`src/rtl/cfg_axil_pkg.sv`:
```
// Shared types and constants for the configuration-path AXI-Lite master.
package cfg_axil_pkg;

  typedef enum logic [2:0] {
    ST_IDLE         = 3'd0,
    ST_WR_ADDR_DATA = 3'd1,
    ST_WR_RESP      = 3'd2,
    ST_RD_ADDR      = 3'd3,
    ST_RD_DATA      = 3'd4,
    ST_RESP         = 3'd5
  } cfg_axil_state_e;

  localparam logic [1:0] AXI_RESP_OKAY   = 2'b00;
  localparam logic [1:0] AXI_RESP_EXOKAY = 2'b01;
  localparam logic [1:0] AXI_RESP_SLVERR = 2'b10;
  localparam logic [1:0] AXI_RESP_DECERR = 2'b11;

  // Configure-block register map (byte offsets)
  localparam logic [31:0] REG_INIT_SEQ         = 32'h0000_0000;
  localparam logic [31:0] REG_SND_BUFFER_SIZE  = 32'h0000_0004;
  localparam logic [31:0] REG_REV_BUFFER_SIZE  = 32'h0000_0008;
  localparam logic [31:0] REG_FLIGHT_FLAG_SIZE = 32'h0000_000C;
  localparam logic [31:0] REG_MSS_SIZE         = 32'h0000_0010;

  typedef struct packed {
    logic        write;
    logic [31:0] addr;
    logic [31:0] wdata;
    logic [3:0]  wstrb;
  } cfg_cmd_t;

  function automatic logic is_axi_state(cfg_axil_state_e s);
    return (s == ST_WR_ADDR_DATA) || (s == ST_WR_RESP) ||
           (s == ST_RD_ADDR)      || (s == ST_RD_DATA);
  endfunction

endpackage

```
`src/rtl/cfg_axil_watchdog.sv`:
```
// Saturating cycle counter with a sticky expiry flag; never aborts anything.
module cfg_axil_watchdog #(
  parameter int LIMIT = 1024
) (
  input  logic clk,
  input  logic rst_n,
  input  logic clear,
  input  logic enable,
  output logic expired
);

  localparam int W = $clog2(LIMIT + 1);
  localparam logic [W-1:0] MAX = W'(LIMIT);

  logic [W-1:0] count;

  // expired is set on the same edge the count reaches MAX
  always_ff @(posedge clk) begin
    if (!rst_n) begin
      count   <= '0;
      expired <= 1'b0;
    end else if (clear) begin
      count <= '0;
    end else if (enable && count != MAX) begin
      count <= count + 1'b1;
      if (count == MAX - 1'b1) expired <= 1'b1;
    end
  end

endmodule

```
`src/rtl/cfg_axil_master.sv`:
```
// Command/response to single AXI-Lite transaction bridge, one outstanding at a time.
module cfg_axil_master
  import cfg_axil_pkg::*;
#(
  parameter int TIMEOUT_CYCLES = 1024
) (
  input  logic        clk,
  input  logic        rst_n,
  input  logic        cmd_valid,
  output logic        cmd_ready,
  input  logic        cmd_write,
  input  logic [31:0] cmd_addr,
  input  logic [31:0] cmd_wdata,
  input  logic [3:0]  cmd_wstrb,
  output logic        rsp_valid,
  input  logic        rsp_ready,
  output logic        rsp_write,
  output logic [31:0] rsp_rdata,
  output logic [1:0]  rsp_resp,
  output logic        busy,
  output logic        timeout,
  output logic [31:0] ctrl_m_axi_awaddr,
  output logic        ctrl_m_axi_awvalid,
  input  logic        ctrl_m_axi_awready,
  output logic [31:0] ctrl_m_axi_wdata,
  output logic [3:0]  ctrl_m_axi_wstrb,
  output logic        ctrl_m_axi_wvalid,
  input  logic        ctrl_m_axi_wready,
  input  logic [1:0]  ctrl_m_axi_bresp,
  input  logic        ctrl_m_axi_bvalid,
  output logic        ctrl_m_axi_bready,
  output logic [31:0] ctrl_m_axi_araddr,
  output logic        ctrl_m_axi_arvalid,
  input  logic        ctrl_m_axi_arready,
  input  logic [31:0] ctrl_m_axi_rdata,
  input  logic [1:0]  ctrl_m_axi_rresp,
  input  logic        ctrl_m_axi_rvalid,
  output logic        ctrl_m_axi_rready
);

  cfg_axil_state_e state;
  cfg_cmd_t        cmd_q;
  logic            awvalid_q, wvalid_q, arvalid_q;
  logic            aw_done, w_done;

  assign cmd_ready = (state == ST_IDLE);
  assign busy      = (state != ST_IDLE);
  assign rsp_valid = (state == ST_RESP);

  assign ctrl_m_axi_awaddr  = cmd_q.addr;
  assign ctrl_m_axi_araddr  = cmd_q.addr;
  assign ctrl_m_axi_wdata   = cmd_q.wdata;
  assign ctrl_m_axi_wstrb   = cmd_q.wstrb;
  assign ctrl_m_axi_awvalid = awvalid_q;
  assign ctrl_m_axi_wvalid  = wvalid_q;
  assign ctrl_m_axi_arvalid = arvalid_q;
  assign ctrl_m_axi_bready  = (state == ST_WR_RESP);
  assign ctrl_m_axi_rready  = (state == ST_RD_DATA);

  // A channel counts as done once it has handshaken, now or earlier
  assign aw_done = !awvalid_q || ctrl_m_axi_awready;
  assign w_done  = !wvalid_q  || ctrl_m_axi_wready;

  always_ff @(posedge clk) begin
    if (!rst_n) begin
      state     <= ST_IDLE;
      cmd_q     <= '0;
      awvalid_q <= 1'b0;
      wvalid_q  <= 1'b0;
      arvalid_q <= 1'b0;
      rsp_write <= 1'b0;
      rsp_rdata <= '0;
      rsp_resp  <= '0;
    end else begin
      case (state)
        ST_IDLE: if (cmd_valid) begin
          cmd_q <= '{write: cmd_write, addr: cmd_addr, wdata: cmd_wdata, wstrb: cmd_wstrb};
          if (cmd_write) begin
            awvalid_q <= 1'b1;
            wvalid_q  <= 1'b1;
            state     <= ST_WR_ADDR_DATA;
          end else begin
            arvalid_q <= 1'b1;
            state     <= ST_RD_ADDR;
          end
        end
        ST_WR_ADDR_DATA: begin
          if (ctrl_m_axi_awready) awvalid_q <= 1'b0;
          if (ctrl_m_axi_wready)  wvalid_q  <= 1'b0;
          if (aw_done && w_done)  state     <= ST_WR_RESP;
        end
        ST_WR_RESP: if (ctrl_m_axi_bvalid) begin
          rsp_write <= 1'b1;
          rsp_rdata <= '0;
          rsp_resp  <= ctrl_m_axi_bresp;
          state     <= ST_RESP;
        end
        ST_RD_ADDR: if (ctrl_m_axi_arready) begin
          arvalid_q <= 1'b0;
          state     <= ST_RD_DATA;
        end
        ST_RD_DATA: if (ctrl_m_axi_rvalid) begin
          rsp_write <= 1'b0;
          rsp_rdata <= ctrl_m_axi_rdata;
          rsp_resp  <= ctrl_m_axi_rresp;
          state     <= ST_RESP;
        end
        ST_RESP: if (rsp_ready) state <= ST_IDLE;
        default: state <= ST_IDLE;
      endcase
    end
  end

  cfg_axil_watchdog #(.LIMIT(TIMEOUT_CYCLES)) u_watchdog (
    .clk     (clk),
    .rst_n   (rst_n),
    .clear   (cmd_valid && cmd_ready),
    .enable  (is_axi_state(state)),
    .expired (timeout)
  );

endmodule

```
`config.mk`:
```
export PLATFORM = sky130hd
export DESIGN_NAME = cfg_axil_master
export DESIGN_NICKNAME = d
export VERILOG_FILES = /design/src/rtl/cfg_axil_pkg.sv /design/src/rtl/cfg_axil_watchdog.sv /design/src/rtl/cfg_axil_master.sv
export SDC_FILE = /design/constraint.sdc
export NUM_CORES = 1
export LEC_CHECK = 0
export BUFFER_PORTS_ARGS = -buffer_cell sky130_fd_sc_hd__buf_2
export CAP_MARGIN = 20
export CORE_MARGIN = 2
export CORE_UTILIZATION = 25
export CTS_BUF_LIST = sky130_fd_sc_hd__clkbuf_4 sky130_fd_sc_hd__clkbuf_8
export DETAILED_ROUTE_END_ITERATION = 8
export PLACE_DENSITY = 0.51
export SKIP_LAST_GASP = 1
export SLEW_MARGIN = 20
export SYNTH_ARGS = -nofsm -noshare
export SYNTH_HDL_FRONTEND = slang
export SYNTH_HIERARCHICAL = 1
export SYNTH_SLANG_ARGS = --single-unit
export TNS_END_PERCENT = 50
```
`constraint.sdc`:
```
create_clock -name clk -period 6.3 [get_ports clk]
set_clock_uncertainty 0.2 [all_clocks]
set_input_delay 1.26 -clock clk [delete_from_list [all_inputs] [get_ports clk]]
set_output_delay 1.26 -clock clk [all_outputs]
set_load 0.005 [all_outputs]
```
==> results of run 1 <==
final cells by class:
type	instances	area [um^2]	area share [%]
clock buffers	18	241	3.54
clock inverters	14	220	3.23
inverters	7	27.5	0.403
multi-input cells	407	2250	33.0
flip-flops and latches	121	2420	35.5
well taps	270	338	4.95
repair buffers	262	1320	19.4
cell usage in the layout (no fill, tap or decap), types with 3 or more instances in the layout:
master     instances
nor2_1            40
clkinv_4           4
clkbuf_8          17
inv_1              5
a211oi_1           3
nand4_1            3
or3_1              4
and2_1            33
dfxtp_1          121
or4_1              3
buf_2            257
nand2_1          151
nor3_1             3
nand3_1            6
o31ai_1            3
nor2b_1            4
nor4_1             3
buf_4              5
mux2i_1           41
clkinv_2           3
a21oi_1           75
bufinv_16          5
nand2b_1           5
report_power, final:
part | total [uW] | internal (uW) | switching [uW]
Clock | 817 | 479 | 338
Combinational | 797 | 335 | 461
Sequential | 987 | 881 | 106
registers in the layout (all words and copies together) (netlist names), 2 cells and up:
register	flops
ctrl_m_axi_araddr	32
ctrl_m_axi_wdata	32
rsp_rdata	32
u_watchdog/count	11
ctrl_m_axi_wstrb	4
state	3
rsp_resp	2
per-layer routing:
layer	global-route usage [%]	vias to the layer above
li1	-	2394
met1	16.0	2151
met2	20.7	181
met3	4.48	8
met4	3.89	0
met5	0	-
cell families (layout without fill, tap and decap cells):
logic type	after synthesis	in the layout
multiplexers	41	41
AND/OR/NAND/NOR	268	268
AO/OA/AOI/OAI	94	94
buffers and inverters	76	301
flip-flops	121	121
adder cells (fa/ha/maj)	2	2
XOR/XNOR	2	2
worst max-delay path, stage by stage, from the launching register on:
cell and delay (ps):
dfxtp_1 610, nor3b_4 250, buf_4 330, buf_2 180
cells in the mapped netlist, types with 2 or more instances:
cell type / instances / area [um^2]
nand2_1: 151 / 567
dfxtp_1: 121 / 2420
a21oi_1: 75 / 375
mux2i_1: 41 / 410
nor2_1: 40 / 150
buf_4: 35 / 263
and2_1: 33 / 206
clkbuf_1: 15 / 56.3
buf_2: 12 / 60.1
nand3_1: 6 / 30.0
buf_6: 5 / 56.3
inv_1: 5 / 18.8
nand2b_1: 5 / 31.3
nor2b_1: 4 / 25.0
or3_1: 4 / 25.0
a211oi_1: 3 / 22.5
nand4_1: 3 / 18.8
nor3_1: 3 / 15.0
nor4_1: 3 / 18.8
o31ai_1: 3 / 22.5
or4_1: 3 / 22.5
a31oi_1: 2 / 12.5
buf_8: 2 / 30.0
ha_1: 2 / 25.0
inv_2: 2 / 7.51
nand2_2: 2 / 12.5
nand3_2: 2 / 20.0
nand3b_1: 2 / 15.0
o21ai_0: 2 / 10.0
through the flow:
stage               hold WS (ps)  setup slack (ps)  instances  area (um^2)
detailed placement           245              3040       1067         6360
CTS                          255              2950       1099         6820
finish                       253              3010       1099         6820
global placement             239              3050       1067         6360
global route                 269              2850       1099         6820
floorplan                    253              3790        604         5160
worst paths after layout:
path / startpoint / to / slack [ps] / cells past startpoint
min reg2reg: ctrl_m_axi_wstrb[0] / ctrl_m_axi_wstrb[0] / 250 / 2
max reg2reg: state[0] / u_watchdog/count[0] / 3710 / 5
min: ctrl_m_axi_wstrb[0] / ctrl_m_axi_wstrb[0] / 250 / 2
max: state[2] / ctrl_m_axi_rready / 3010 / 3
==> reports/qor.txt, run 1 <==
Status: finished, final reports clean
All-Layer GR Usage: 12.8%
Total gr overflow: 0
Leakage: 0.00315 uW
Vias in the first global route: 4212
CP Launch Type: flip-flop
Synth Area in Compound Gates: 10.2%
Initial DRC count: 230
TNS Setup: 0 ps
Synth Instances: 604
Simple-Gate Fraction of Synth Area: 24.5%
Highest metal used: met4
VDD IR max: 0.322 mV
Xor and xnor area share after synthesis: 0.340%
HPWL Detailed: 9980 um
Initial antenna violation count: 1
Fin util: 33.7%
Synth unique cells: 47
Clock Root Buffer: clkbuf_8
Min-delay worst type: reg -> reg
Endpoints failing hold: 0
RSZ-0062 raised after global routing: false
Crit. End Element: output port
PortBufs: 257
Num ports: 258
H-tree depth: 4
Main synth FF type: dfxtp_1
Syn nets: 720
Vias/cell: 4.31
Synth Area in Adders: 0.485%
Post-CTS sizing: 0
Initial core utilization: 25.5%
Chip height: 148 um
CTS tree: done
Gpl congestion: 0.717
Mapped Area: 5160 um^2
Critical path class: reg -> out
Yosys Warn Count: 6
Post-route clock period utilization: 52.2%
Routed met1 length: 6510 um
FP Rows: 52
PwrDens: 381 nW/um^2
Fill count: 2187
Clock slew seen by the registers of the worst setup and hold paths: 80 ps
Longest Clk Path Bufs: 2
Post-synth EDFFs: 0
Layout Nets: 932
Critical path arrival: 1830 ps
Vias: 4734
Sink Count: 121
Seq/Total Area, Yosys: 47.0%
Final Slew Violations: 0
Largest net degree at the start of global routing: 73
Worst skew pair latency: 430 ps
Tot Pwr: 2600 uW
Pre-Repair DR Iteration Count: 4
Final ANT Viol Nets: 0
First-pass GRT wire length: 22200 um
Setup Buffers After CTS: 0
Mux share of post-synthesis cell area: 7.96%
# diodes: 0
Final setup viols: 0
Main combinational cell family by area after synthesis: simple AND/OR/NAND/NOR gates
Worst Tran Pin Value: 759 ps
Async SR Flop Fraction: 0%
Final WL: 14400 um
DR WL met3: 1140 um
Synth Register Bits: 121
Crit path max fanout: 36
Area Overhead vs Synth: 32.3%
CORE AREA: 20200 um^2
Max Cap Viol: 0
Drt wl/cell: 13.1 um
Fmax: 304 MHz
CTS Buf Count: 17
Syn avg cell area: 8.54 um^2
Residual DRC: 0
CP Data Required Time: 4840 ps
Tmin final: 3290 ps
Die area: 21800 um^2
Metal2 WL: 6630 um
CTS Hold Buffers Added: 0
Share of layout cells above drive strength 1: 36.9%
Die Width: 148 um
Rel. slew slack: 49.3%
No activity file was read; power rests on OpenSTA's default activity.
==> run 2: changes to the inputs <==
- clock period: 6.3 -> 3.1 ns (I/O delays scaled with it)
==> reports/qor.txt, run 2 (synthesized netlist as in run 1, its figures left out) <==
Status: finished, final reports clean
CTS tree: done
FF-to-FF path depth: 5
Worst skew pair latency: 440 ps
Commonest non-fill, non-tap cell in the layout: buf_2
Clock slew seen by the registers of the worst setup and hold paths: 80 ps
H-tree depth: 4
Final WL: 15100 um
PwrDens: 757 nW/um^2
Layout Cells excl Fill: 1101
Residual DRC: 0
Initial DRC count: 390
CTS Hold Buffers Added: 0
Final ANT Viol Nets: 0
Layout Nets: 934
Tmin final: 2520 ps
Post-route clock period utilization: 81.3%
Largest net degree at the start of global routing: 80
RSZ-0062 raised after global routing: false
Die area: 21800 um^2
Min-delay worst type: in -> reg
Endpoints failing hold: 0
FP Rows: 52
CP Launch Type: flip-flop
CP Data Required Time: 2280 ps
Drt wl/cell: 13.7 um
Hold slack: 209 ps
Chip height: 148 um
Final setup viols: 0
Initial core utilization: 25.5%
Total gr overflow: 0
HPWL Detailed: 10500 um
PortBufs: 257
VDD IR max: 0.258 mV
Final Slew Violations: 0
First-pass GRT wire length: 23700 um
TNS Setup: 0 ps
Vias: 4707
Sink Count: 121
All-Layer GR Usage: 13.8%
Fmax: 397 MHz
Die Width: 148 um
Rel. slew slack: 53.6%
Post-placement cell count: 1069
Max Cap Viol: 0
Area Overhead vs Synth: 31.8%
Initial antenna violation count: 1
Pre-Repair DR Iteration Count: 4
Vias in the first global route: 4405
Num ports: 258
Critical path class: reg -> out
Crit. End Element: output port
Hold Path Depth: 3
Vias/cell: 4.28
Worst Tran Pin Value: 695 ps
Gpl congestion: 0.751
Post-CTS sizing: 0
Clock Root Buffer: clkbuf_8
Longest Clk Path Bufs: 2
Setup Buffers After CTS: 0
Leakage: 0.00313 uW
CTS Buf Count: 17
Crit path max fanout: 11
Critical path arrival: 1700 ps
CORE AREA: 20200 um^2
Share of layout cells above drive strength 1: 37.0%
Most frequent cells in the layout: buf_2 (257), nand2_1 (151), dfxtp_1 (121)
[run 2: changes by cell type in the layout (fill, tap and decap cells not counted), sizes merged]
cell and delta:
clkinvlp +1, buf +2, clkbuf -1, bufinv -2
inv +1, diode +1
[run 2: cell type report]
class | instances | area [um^2]
Fill cell | 2186 | 13400
Sequential cell | 121 | 2420
Timing Repair Buffer | 264 | 1350
Clock inverter | 14 | 173
Tap cell | 270 | 338
Multi-Input combinational cell | 407 | 2250
Inverter | 7 | 27.5
Clock buffer | 17 | 234
Antenna cell | 1 | 2.50
[run 2: per-layer routing]
| layer | track usage (%) | routed length [um] |
|---|---|---|
| met1 | 18.0 | 6820 |
| met2 | 21.9 | 6940 |
| met3 | 4.23 | 1110 |
| met4 | 4.66 | 199 |
| met5 | 0 | 0 |
[run 2: metrics by stage]
step           total power, uW  util (%)  area [um^2]  worst slack [ps]
2_1_floorplan             3230         -         5160              1080
3_3_place_gp              3710      31.6         6390               744
3_5_place_dp              3730      31.6         6390               668
4_1_cts                   5270      33.6         6800               518
5_1_grt                   5550      33.6         6800               348
6_report                  5150      33.6         6800               580
[run 2: worst paths after layout]
kind / start / to / slack [ps]
setup / recovery: state[2] / ctrl_m_axi_rready / 580
hold / removal: cmd_addr[8] / ctrl_m_axi_araddr[8] / 210
setup reg to reg: state[0] / u_watchdog/count[7] / 640
hold reg to reg: ctrl_m_axi_wdata[7] / ctrl_m_axi_wdata[7] / 250
[run 2: worst max-delay path: stages, from the launching register on]
cell     delay [ps]
dfxtp_1         590
nor3b_4         460
buf_2           210
[run 2: power breakdown]
part           switching, uW  internal, uW  leakage [uW]  total, uW
sequential               201          1790      0.000985       1990
combinational            954           697       0.00194       1650
clock                    707           797      0.000203       1500
